### src/rtl/note_lane_scheduler.sv
// note_lane_scheduler
//
// Shares the single 320x240 VGA pixel-write port among the falling-note
// lanes. Every beat starts a pass that walks the lanes in order: an active
// note box is erased, moved down by FALL_STEP, then redrawn or retired at
// the hit line. An idle lane with a pending spawn request gets a new box
// at the top of the screen.
//
// Ports
//   clk              system clock
//   resetn           asynchronous active-low reset
//   i_beat           1-cycle beat pulse
//   i_notes          spawn requests, one bit per lane, sampled with i_beat
//   o_x, o_y         pixel coordinate
//   o_colour         pixel colour
//   o_plot           pixel write strobe
//   o_notes_to_play  1-cycle pulse on bit k when lane k's note retires
//   o_busy           high while a pass is in progress
//   o_overrun        1-cycle pulse when a beat is dropped
//
// Handshake: there is no back-pressure on either side. i_beat is a
// fire-and-forget pulse; at most one beat is remembered while a pass runs
// (pending) and any further beat is dropped with o_overrun. Each cycle with
// o_plot=1 is one pixel write that the VGA adapter must accept.
//
// All outputs are registered from the next-state values, so the pixel on
// o_x/o_y/o_colour lines up with the cycle in which the state register
// holds ERASE or DRAW.

module note_lane_scheduler #(
    parameter int          NUM_LANES   = 5,
    parameter int          LANE_X0     = 96,
    parameter int          LANE_PITCH  = 32,
    parameter int          BOX_W       = 16,
    parameter int          BOX_H       = 4,
    parameter int          FALL_STEP   = 4,
    parameter int          HIT_Y       = 200,
    parameter logic [8:0]  NOTE_COLOUR = 9'h1FF,
    parameter logic [8:0]  BG_COLOUR   = 9'h000
) (
    input  logic                 clk,
    input  logic                 resetn,
    input  logic                 i_beat,
    input  logic [NUM_LANES-1:0] i_notes,
    output logic [8:0]           o_x,
    output logic [7:0]           o_y,
    output logic [8:0]           o_colour,
    output logic                 o_plot,
    output logic [NUM_LANES-1:0] o_notes_to_play,
    output logic                 o_busy,
    output logic                 o_overrun
);

    localparam int LANE_W = 3;
    localparam int CX_W   = (BOX_W > 1) ? $clog2(BOX_W) : 1;
    localparam int CY_W   = (BOX_H > 1) ? $clog2(BOX_H) : 1;

    localparam logic [LANE_W-1:0] LAST_LANE = LANE_W'(NUM_LANES - 1);
    localparam logic [CX_W-1:0]   LAST_CX   = CX_W'(BOX_W - 1);
    localparam logic [CY_W-1:0]   LAST_CY   = CY_W'(BOX_H - 1);

    typedef enum logic [2:0] {
        S_IDLE  = 3'd0,
        S_SCAN  = 3'd1,
        S_ERASE = 3'd2,
        S_MOVE  = 3'd3,
        S_DRAW  = 3'd4
    } state_t;

    // Left edge of a lane, computed in 9 bits so it covers the full 320-pixel width.
    function automatic logic [8:0] f_lane_x(input logic [LANE_W-1:0] lane);
        return 9'(LANE_X0) + 9'(lane) * 9'(LANE_PITCH);
    endfunction

    // ------------------------------------------------------------------
    // State registers
    // ------------------------------------------------------------------
    state_t                r_state;
    logic [LANE_W-1:0]     r_lane;
    logic [CX_W-1:0]       r_cx;
    logic [CY_W-1:0]       r_cy;
    logic [NUM_LANES-1:0]  r_active;
    logic [NUM_LANES-1:0]  r_spawn;
    logic                  r_pending;
    logic [7:0]            r_ypos [NUM_LANES];

    // ------------------------------------------------------------------
    // Next-state values
    // ------------------------------------------------------------------
    state_t                w_state_nx;
    logic [LANE_W-1:0]     w_lane_nx;
    logic [CX_W-1:0]       w_cx_nx;
    logic [CY_W-1:0]       w_cy_nx;
    logic [NUM_LANES-1:0]  w_active_nx;
    logic [NUM_LANES-1:0]  w_spawn_nx;
    logic [NUM_LANES-1:0]  w_spawn_clr;
    logic                  w_pending_nx;
    logic [7:0]            w_ypos_nx [NUM_LANES];
    logic [NUM_LANES-1:0]  w_retire;
    logic                  w_overrun;
    logic                  w_advance;
    logic                  w_box_done;
    logic [8:0]            w_ny;
    logic [NUM_LANES-1:0]  w_beat_notes;

    logic                  w_plot_nx;
    logic [8:0]            w_px_x;
    logic [7:0]            w_px_y;
    logic [8:0]            w_px_colour;

    assign w_box_done   = (r_cx == LAST_CX) && (r_cy == LAST_CY);
    // 9-bit sum so a box near the bottom cannot wrap back to the top.
    assign w_ny         = {1'b0, r_ypos[r_lane]} + 9'(FALL_STEP);
    assign w_beat_notes = i_beat ? i_notes : '0;

    always_comb begin
        w_state_nx   = r_state;
        w_lane_nx    = r_lane;
        w_cx_nx      = r_cx;
        w_cy_nx      = r_cy;
        w_active_nx  = r_active;
        w_ypos_nx    = r_ypos;
        w_pending_nx = r_pending;
        w_spawn_clr  = '0;
        w_retire     = '0;
        w_overrun    = 1'b0;
        w_advance    = 1'b0;

        // A beat arriving mid-pass is remembered once; a second one is dropped.
        if (i_beat && (r_state != S_IDLE)) begin
            if (!r_pending) begin
                w_pending_nx = 1'b1;
            end else begin
                w_overrun = 1'b1;
            end
        end

        case (r_state)
            S_IDLE: begin
                if (i_beat || r_pending) begin
                    w_lane_nx    = '0;
                    w_pending_nx = 1'b0;
                    w_state_nx   = S_SCAN;
                end
            end

            S_SCAN: begin
                // The request is consumed whatever happens, so a spawn on an
                // already active lane is discarded rather than queued.
                w_spawn_clr[r_lane] = 1'b1;
                w_cx_nx             = '0;
                w_cy_nx             = '0;
                if (r_active[r_lane]) begin
                    w_state_nx = S_ERASE;
                end else if (r_spawn[r_lane]) begin
                    w_ypos_nx[r_lane]   = 8'd0;
                    w_active_nx[r_lane] = 1'b1;
                    w_state_nx          = S_DRAW;
                end else begin
                    w_advance = 1'b1;
                end
            end

            S_ERASE, S_DRAW: begin
                if (w_box_done) begin
                    if (r_state == S_ERASE) begin
                        w_state_nx = S_MOVE;
                    end else begin
                        w_advance = 1'b1;
                    end
                end else if (r_cx == LAST_CX) begin
                    w_cx_nx = '0;
                    w_cy_nx = r_cy + CY_W'(1);
                end else begin
                    w_cx_nx = r_cx + CX_W'(1);
                end
            end

            S_MOVE: begin
                w_cx_nx = '0;
                w_cy_nx = '0;
                if (w_ny >= 9'(HIT_Y)) begin
                    w_active_nx[r_lane] = 1'b0;
                    w_retire[r_lane]    = 1'b1;
                    w_advance           = 1'b1;
                end else begin
                    w_ypos_nx[r_lane] = w_ny[7:0];
                    w_state_nx        = S_DRAW;
                end
            end

            default: begin
                w_state_nx = S_IDLE;
            end
        endcase

        // Lane hand-off takes no cycle of its own. A beat landing on the last
        // cycle of a pass chains straight into the next pass.
        if (w_advance) begin
            if (r_lane == LAST_LANE) begin
                if (r_pending || i_beat) begin
                    w_lane_nx    = '0;
                    w_pending_nx = 1'b0;
                    w_state_nx   = S_SCAN;
                end else begin
                    w_state_nx = S_IDLE;
                end
            end else begin
                w_lane_nx  = r_lane + LANE_W'(1);
                w_state_nx = S_SCAN;
            end
        end

        // Clear before OR so a request arriving in the lane's own SCAN cycle
        // survives until the next pass.
        w_spawn_nx = (r_spawn & ~w_spawn_clr) | w_beat_notes;
    end

    // Pixel presented in the cycle the state register enters ERASE/DRAW.
    always_comb begin
        w_plot_nx   = (w_state_nx == S_ERASE) || (w_state_nx == S_DRAW);
        w_px_x      = f_lane_x(w_lane_nx) + 9'(w_cx_nx);
        w_px_y      = w_ypos_nx[w_lane_nx] + 8'(w_cy_nx);
        w_px_colour = (w_state_nx == S_DRAW) ? NOTE_COLOUR : BG_COLOUR;
    end

    // ------------------------------------------------------------------
    // Registers and registered outputs
    // ------------------------------------------------------------------
    always_ff @(posedge clk or negedge resetn) begin
        if (!resetn) begin
            r_state         <= S_IDLE;
            r_lane          <= '0;
            r_cx            <= '0;
            r_cy            <= '0;
            r_active        <= '0;
            r_spawn         <= '0;
            r_pending       <= 1'b0;
            for (int k = 0; k < NUM_LANES; k++) begin
                r_ypos[k] <= 8'd0;
            end
            o_x             <= 9'd0;
            o_y             <= 8'd0;
            o_colour        <= 9'd0;
            o_plot          <= 1'b0;
            o_notes_to_play <= '0;
            o_busy          <= 1'b0;
            o_overrun       <= 1'b0;
        end else begin
            r_state         <= w_state_nx;
            r_lane          <= w_lane_nx;
            r_cx            <= w_cx_nx;
            r_cy            <= w_cy_nx;
            r_active        <= w_active_nx;
            r_spawn         <= w_spawn_nx;
            r_pending       <= w_pending_nx;
            r_ypos          <= w_ypos_nx;
            o_plot          <= w_plot_nx;
            o_busy          <= (w_state_nx != S_IDLE);
            o_notes_to_play <= w_retire;
            o_overrun       <= w_overrun;
            // Coordinates hold their last value between boxes.
            if (w_plot_nx) begin
                o_x      <= w_px_x;
                o_y      <= w_px_y;
                o_colour <= w_px_colour;
            end
        end
    end

endmodule

### config.mk
export PLATFORM = sky130hd
export DESIGN_NAME = note_lane_scheduler
export DESIGN_NICKNAME = d
export VERILOG_FILES = /design/src/rtl/note_lane_scheduler.sv
export SDC_FILE = /design/constraint.sdc
export NUM_CORES = 1
export LEC_CHECK = 0
export ABC_AREA = 1
export CAP_MARGIN = 20
export CORE_MARGIN = 8
export CORE_UTILIZATION = 30
export DETAILED_ROUTE_END_ITERATION = 10
export DONT_BUFFER_PORTS = 1
export SLEW_MARGIN = 20
export SYNTH_ARGS = -nofsm -noshare
export SYNTH_HDL_FRONTEND = slang
export SYNTH_SLANG_ARGS = --single-unit
### constraint.sdc
create_clock -name clk -period 5.37 [get_ports clk]
set_input_delay 1.074 -clock clk [delete_from_list [all_inputs] [get_ports clk]]
set_output_delay 1.074 -clock clk [all_outputs]
set_load 0.005 [all_outputs]
==> impl_metrics.tcl <==
set metrics [dict create \
    syn_area_um2 5381 \
    yosys_most_used_dff "dfrtp_1" \
    finalClockSkew_ns 0.01153 \
    grt_pass1_vias 4637 \
    worstSetupStartpointType "flip-flop" \
    critPathMaxFanout 16 \
    synthTopCellsByArea "dfrtp_1 41%, nand2_1 20%, nand3_1 5.6%" \
    routed_wl_mm 15.19 \
    clkSinkCount 88 \
    dpl_worst_slack_ns 0.6137 \
    core_region_area_um2 17780 \
    grt_start_max_net_pins 89 \
    ys.warnings.count 0 \
    drc_errors 0 \
    ff2ff_path_depth 28 \
    power_density_nw_per_um2 537.8 \
    crit_type "reg2reg" \
    gr-usage-all-layers_pct 14.03 \
    avgSynthCellArea_um2 7.071 \
    cts_made_buffers 9 \
    cp-startpoint "r_lane[1]$_DFF_PN0_" \
    worstSkewPairLatency_ns 0.36 \
    ir_drop_mv 0.2658 \
    fmax_ghz 0.2079 \
    clk_pin_slew_ns 0.07 \
    synth_top_area_cell "dfrtp_1" \
    grt_antenna_before_repair 0 \
    synth_cell_type_count 45 \
    design.die.area_um2 22480 \
    fin_area_um2 5813 \
    synth_top_area_share_pct 40.92 \
    crit_path_end_kind "flip-flop" \
    fillers 1926 \
    vias 4836 \
    synthToLayoutAreaGrowth_pct 8.021 \
    rsz0062_at_grt "false" \
    worstMarginPinSlew_ns 0.6745 \
    drive_gt1_share_pct 9.284 \
    final_util_pct 32.70 \
    port_buffers 0 \
    critPathMaxStageDelay_ns 0.75 \
    whs_ns 0.4151 \
    slew_violations 0 \
    cp_data_required_time_ns 5.62 \
    maxCapViolations 0 \
    synth_edf_count 0 \
    min_path_type "in2async" \
    die_h_um 149.9 \
    worst_slack_ns 0.5602 \
    status "finished, final reports clean" \
    fp-row-count 49 \
    period_share_pct 89.57 \
    cts_tree "done" \
    slew-limit-headroom_pct 54.87 \
    clock_path_buffers 2 \
    cts.repair.resized 0 \
    fin_nets 767 \
    synth_cells 761 \
    dieWidth_um 149.9 \
    cp_common_cell "nand2_1" \
    postCtsHoldBufs 0 \
    post_cts_buffers 0 \
    vias_per_cell 4.920 \
    grt_remaining_overflow 0 \
    start_util_pct 30.27 \
    grt_pass1_wl_mm 24.67 \
    final_antenna_net_count 0 \
    crit_slowest_cell "dfrtp_1" \
    synth-seq-area-share_pct 40.92 \
    htreeDepth 3 \
    setup_viol 0 \
    dp_hpwl_mm 11.19 \
    avgRoutedWirePerCell_um 15.45 \
    n_antenna_cell 0 \
    async_flop_share_pct 100.0 \
    hold_viol 0 \
    leakagePower_nw 3.020 \
    root_buffer "clkbuf_16" \
    place_congestion 0.9343 \
    synthesis.nets 779 \
    place_area_um2 5509 \
    ys_ff_latch 88 \
    drt_first_pass_iters 5 \
    drt_iter0_drc 313 \
    rr_startpoint "r_lane[1]$_DFF_PN0_" \
    setup_tns_ns 0 \
    post-route-min-period_ns 4.810 \
    io_pins 42 \
    crit_arrival_ns 5.06 \
]
layout make-up:
cell class | count | area (um2) | area share [%]
inverters | 88 | 332.8 | 5.725
clock inverters | 7 | 78.83 | 1.356
multi-input cells | 552 | 2613 | 44.94
well taps | 229 | 286.5 | 4.929
clock buffers | 9 | 225.2 | 3.874
repair buffers | 10 | 75.07 | 1.291
flip-flops and latches | 88 | 2202 | 37.88
kinds of logic after synthesis:
family,count (synthesis),synth area share (%)
AO/OA/AOI/OAI,90,9.114
XOR/XNOR,3,0.4883
adder cells (fa/ha/maj),10,2.465
buffers and inverters,121,10.53
flip-flops,88,40.92
other,1,0.06968
AND/OR/NAND/NOR,448,36.41
cell usage after synthesis, drive strengths merged, types with 2 or more instances:
| cell | number |
|---|---|
| a211oi | 2 |
| a21oi | 20 |
| a31oi | 5 |
| buf | 26 |
| clkbuf | 7 |
| clkinv | 2 |
| dfrtp | 88 |
| ha | 9 |
| inv | 86 |
| nand2 | 303 |
| nand3 | 66 |
| nand3b | 3 |
| nand4 | 13 |
| nor2 | 55 |
| nor3 | 4 |
| nor4 | 2 |
| o21a | 3 |
| o21ai | 51 |
| o22ai | 3 |
| or2 | 2 |
| xnor2 | 2 |
routing by layer:
metal / vias to the layer above / part of all wire, % / GRT usage (%)
met5: - / 0 / 0
met4: 0 / 2.8 / 5.997
met3: 31 / 6.6 / 3.084
met2: 120 / 45 / 21.60
met1: 2301 / 46 / 18.58
li1: 2384 / - / -
worst max-delay path, delay by kind of cell (launching register included):
kind / cells / cell delay [ns]
buffers and inverters: 6 / 0.59
DFF: 1 / 0.75
and+or+nand+nor: 18 / 2.41
AOI/OAI and AO/OA: 2 / 0.40
adders and majority gates: 2 / 0.50
report_power, final:
group | internal, W | switching, W
Clock | 0.000366 | 0.000291
Sequential | 0.000818 | 0.000135
Combinational | 0.000427 | 0.00109
cell usage in the layout (no fill, tap or decap), types with 2 or more instances in the layout:
| master | synthesis | layout |
|---|---|---|
| nand2_1 | 285 | 285 |
| dfrtp_1 | 88 | 88 |
| inv_1 | 77 | 77 |
| nand3_1 | 60 | 60 |
| nor2_1 | 48 | 48 |
| o21ai_0 | 46 | 46 |
| a21oi_1 | 20 | 20 |
| nand2_2 | 15 | 15 |
| nand4_1 | 13 | 13 |
| buf_4 | 12 | 10 |
| ha_1 | 9 | 9 |
| clkbuf_16 | 0 | 9 |
| inv_2 | 8 | 8 |
| nor2_2 | 6 | 6 |
| a31oi_1 | 5 | 5 |
| o21ai_1 | 5 | 5 |
| nand3_2 | 4 | 4 |
| nor3_1 | 3 | 3 |
| nand2_4 | 3 | 3 |
| o22ai_1 | 3 | 3 |
| o21a_1 | 3 | 3 |
| nand3_4 | 2 | 2 |
| a211oi_1 | 2 | 2 |
| clkinv_1 | 2 | 2 |
| nand3b_1 | 2 | 2 |
| nor4_1 | 2 | 2 |
| xnor2_1 | 2 | 2 |
| clkinvlp_4 | 0 | 2 |
sequential cells by signal (all words and copies together) (netlist names), 2 cells and up, named ones only:
signal,flops
o_x,8
r_cy,2
r_spawn,5
o_y,8
r_ypos,40
r_lane,3
o_notes_to_play,5
r_state,3
r_cx,4
path summary, 6_finish.rpt:
path                                   endpoint  slack (ns)
max reg2reg                  o_y[7]$_DFFE_PN0P_        0.56
min reg2reg                 o_overrun$_DFF_PN0_        0.50
max                          o_y[7]$_DFFE_PN0P_        0.56
min                        r_ypos[15]$_DFF_PN0_        0.42
max in group asynchronous   r_ypos[9]$_DFF_PN0_        4.81
min in group clk            o_overrun$_DFF_PN0_        0.50
metrics by stage:
step           power [W]  instances
2_1_floorplan   0.002112        761
3_3_place_gp    0.002467        967
3_5_place_dp    0.002475        967
4_1_cts         0.003144        983
5_1_grt         0.003389        983
6_report        0.003126        983
Power figures use the tool's default switching activity.
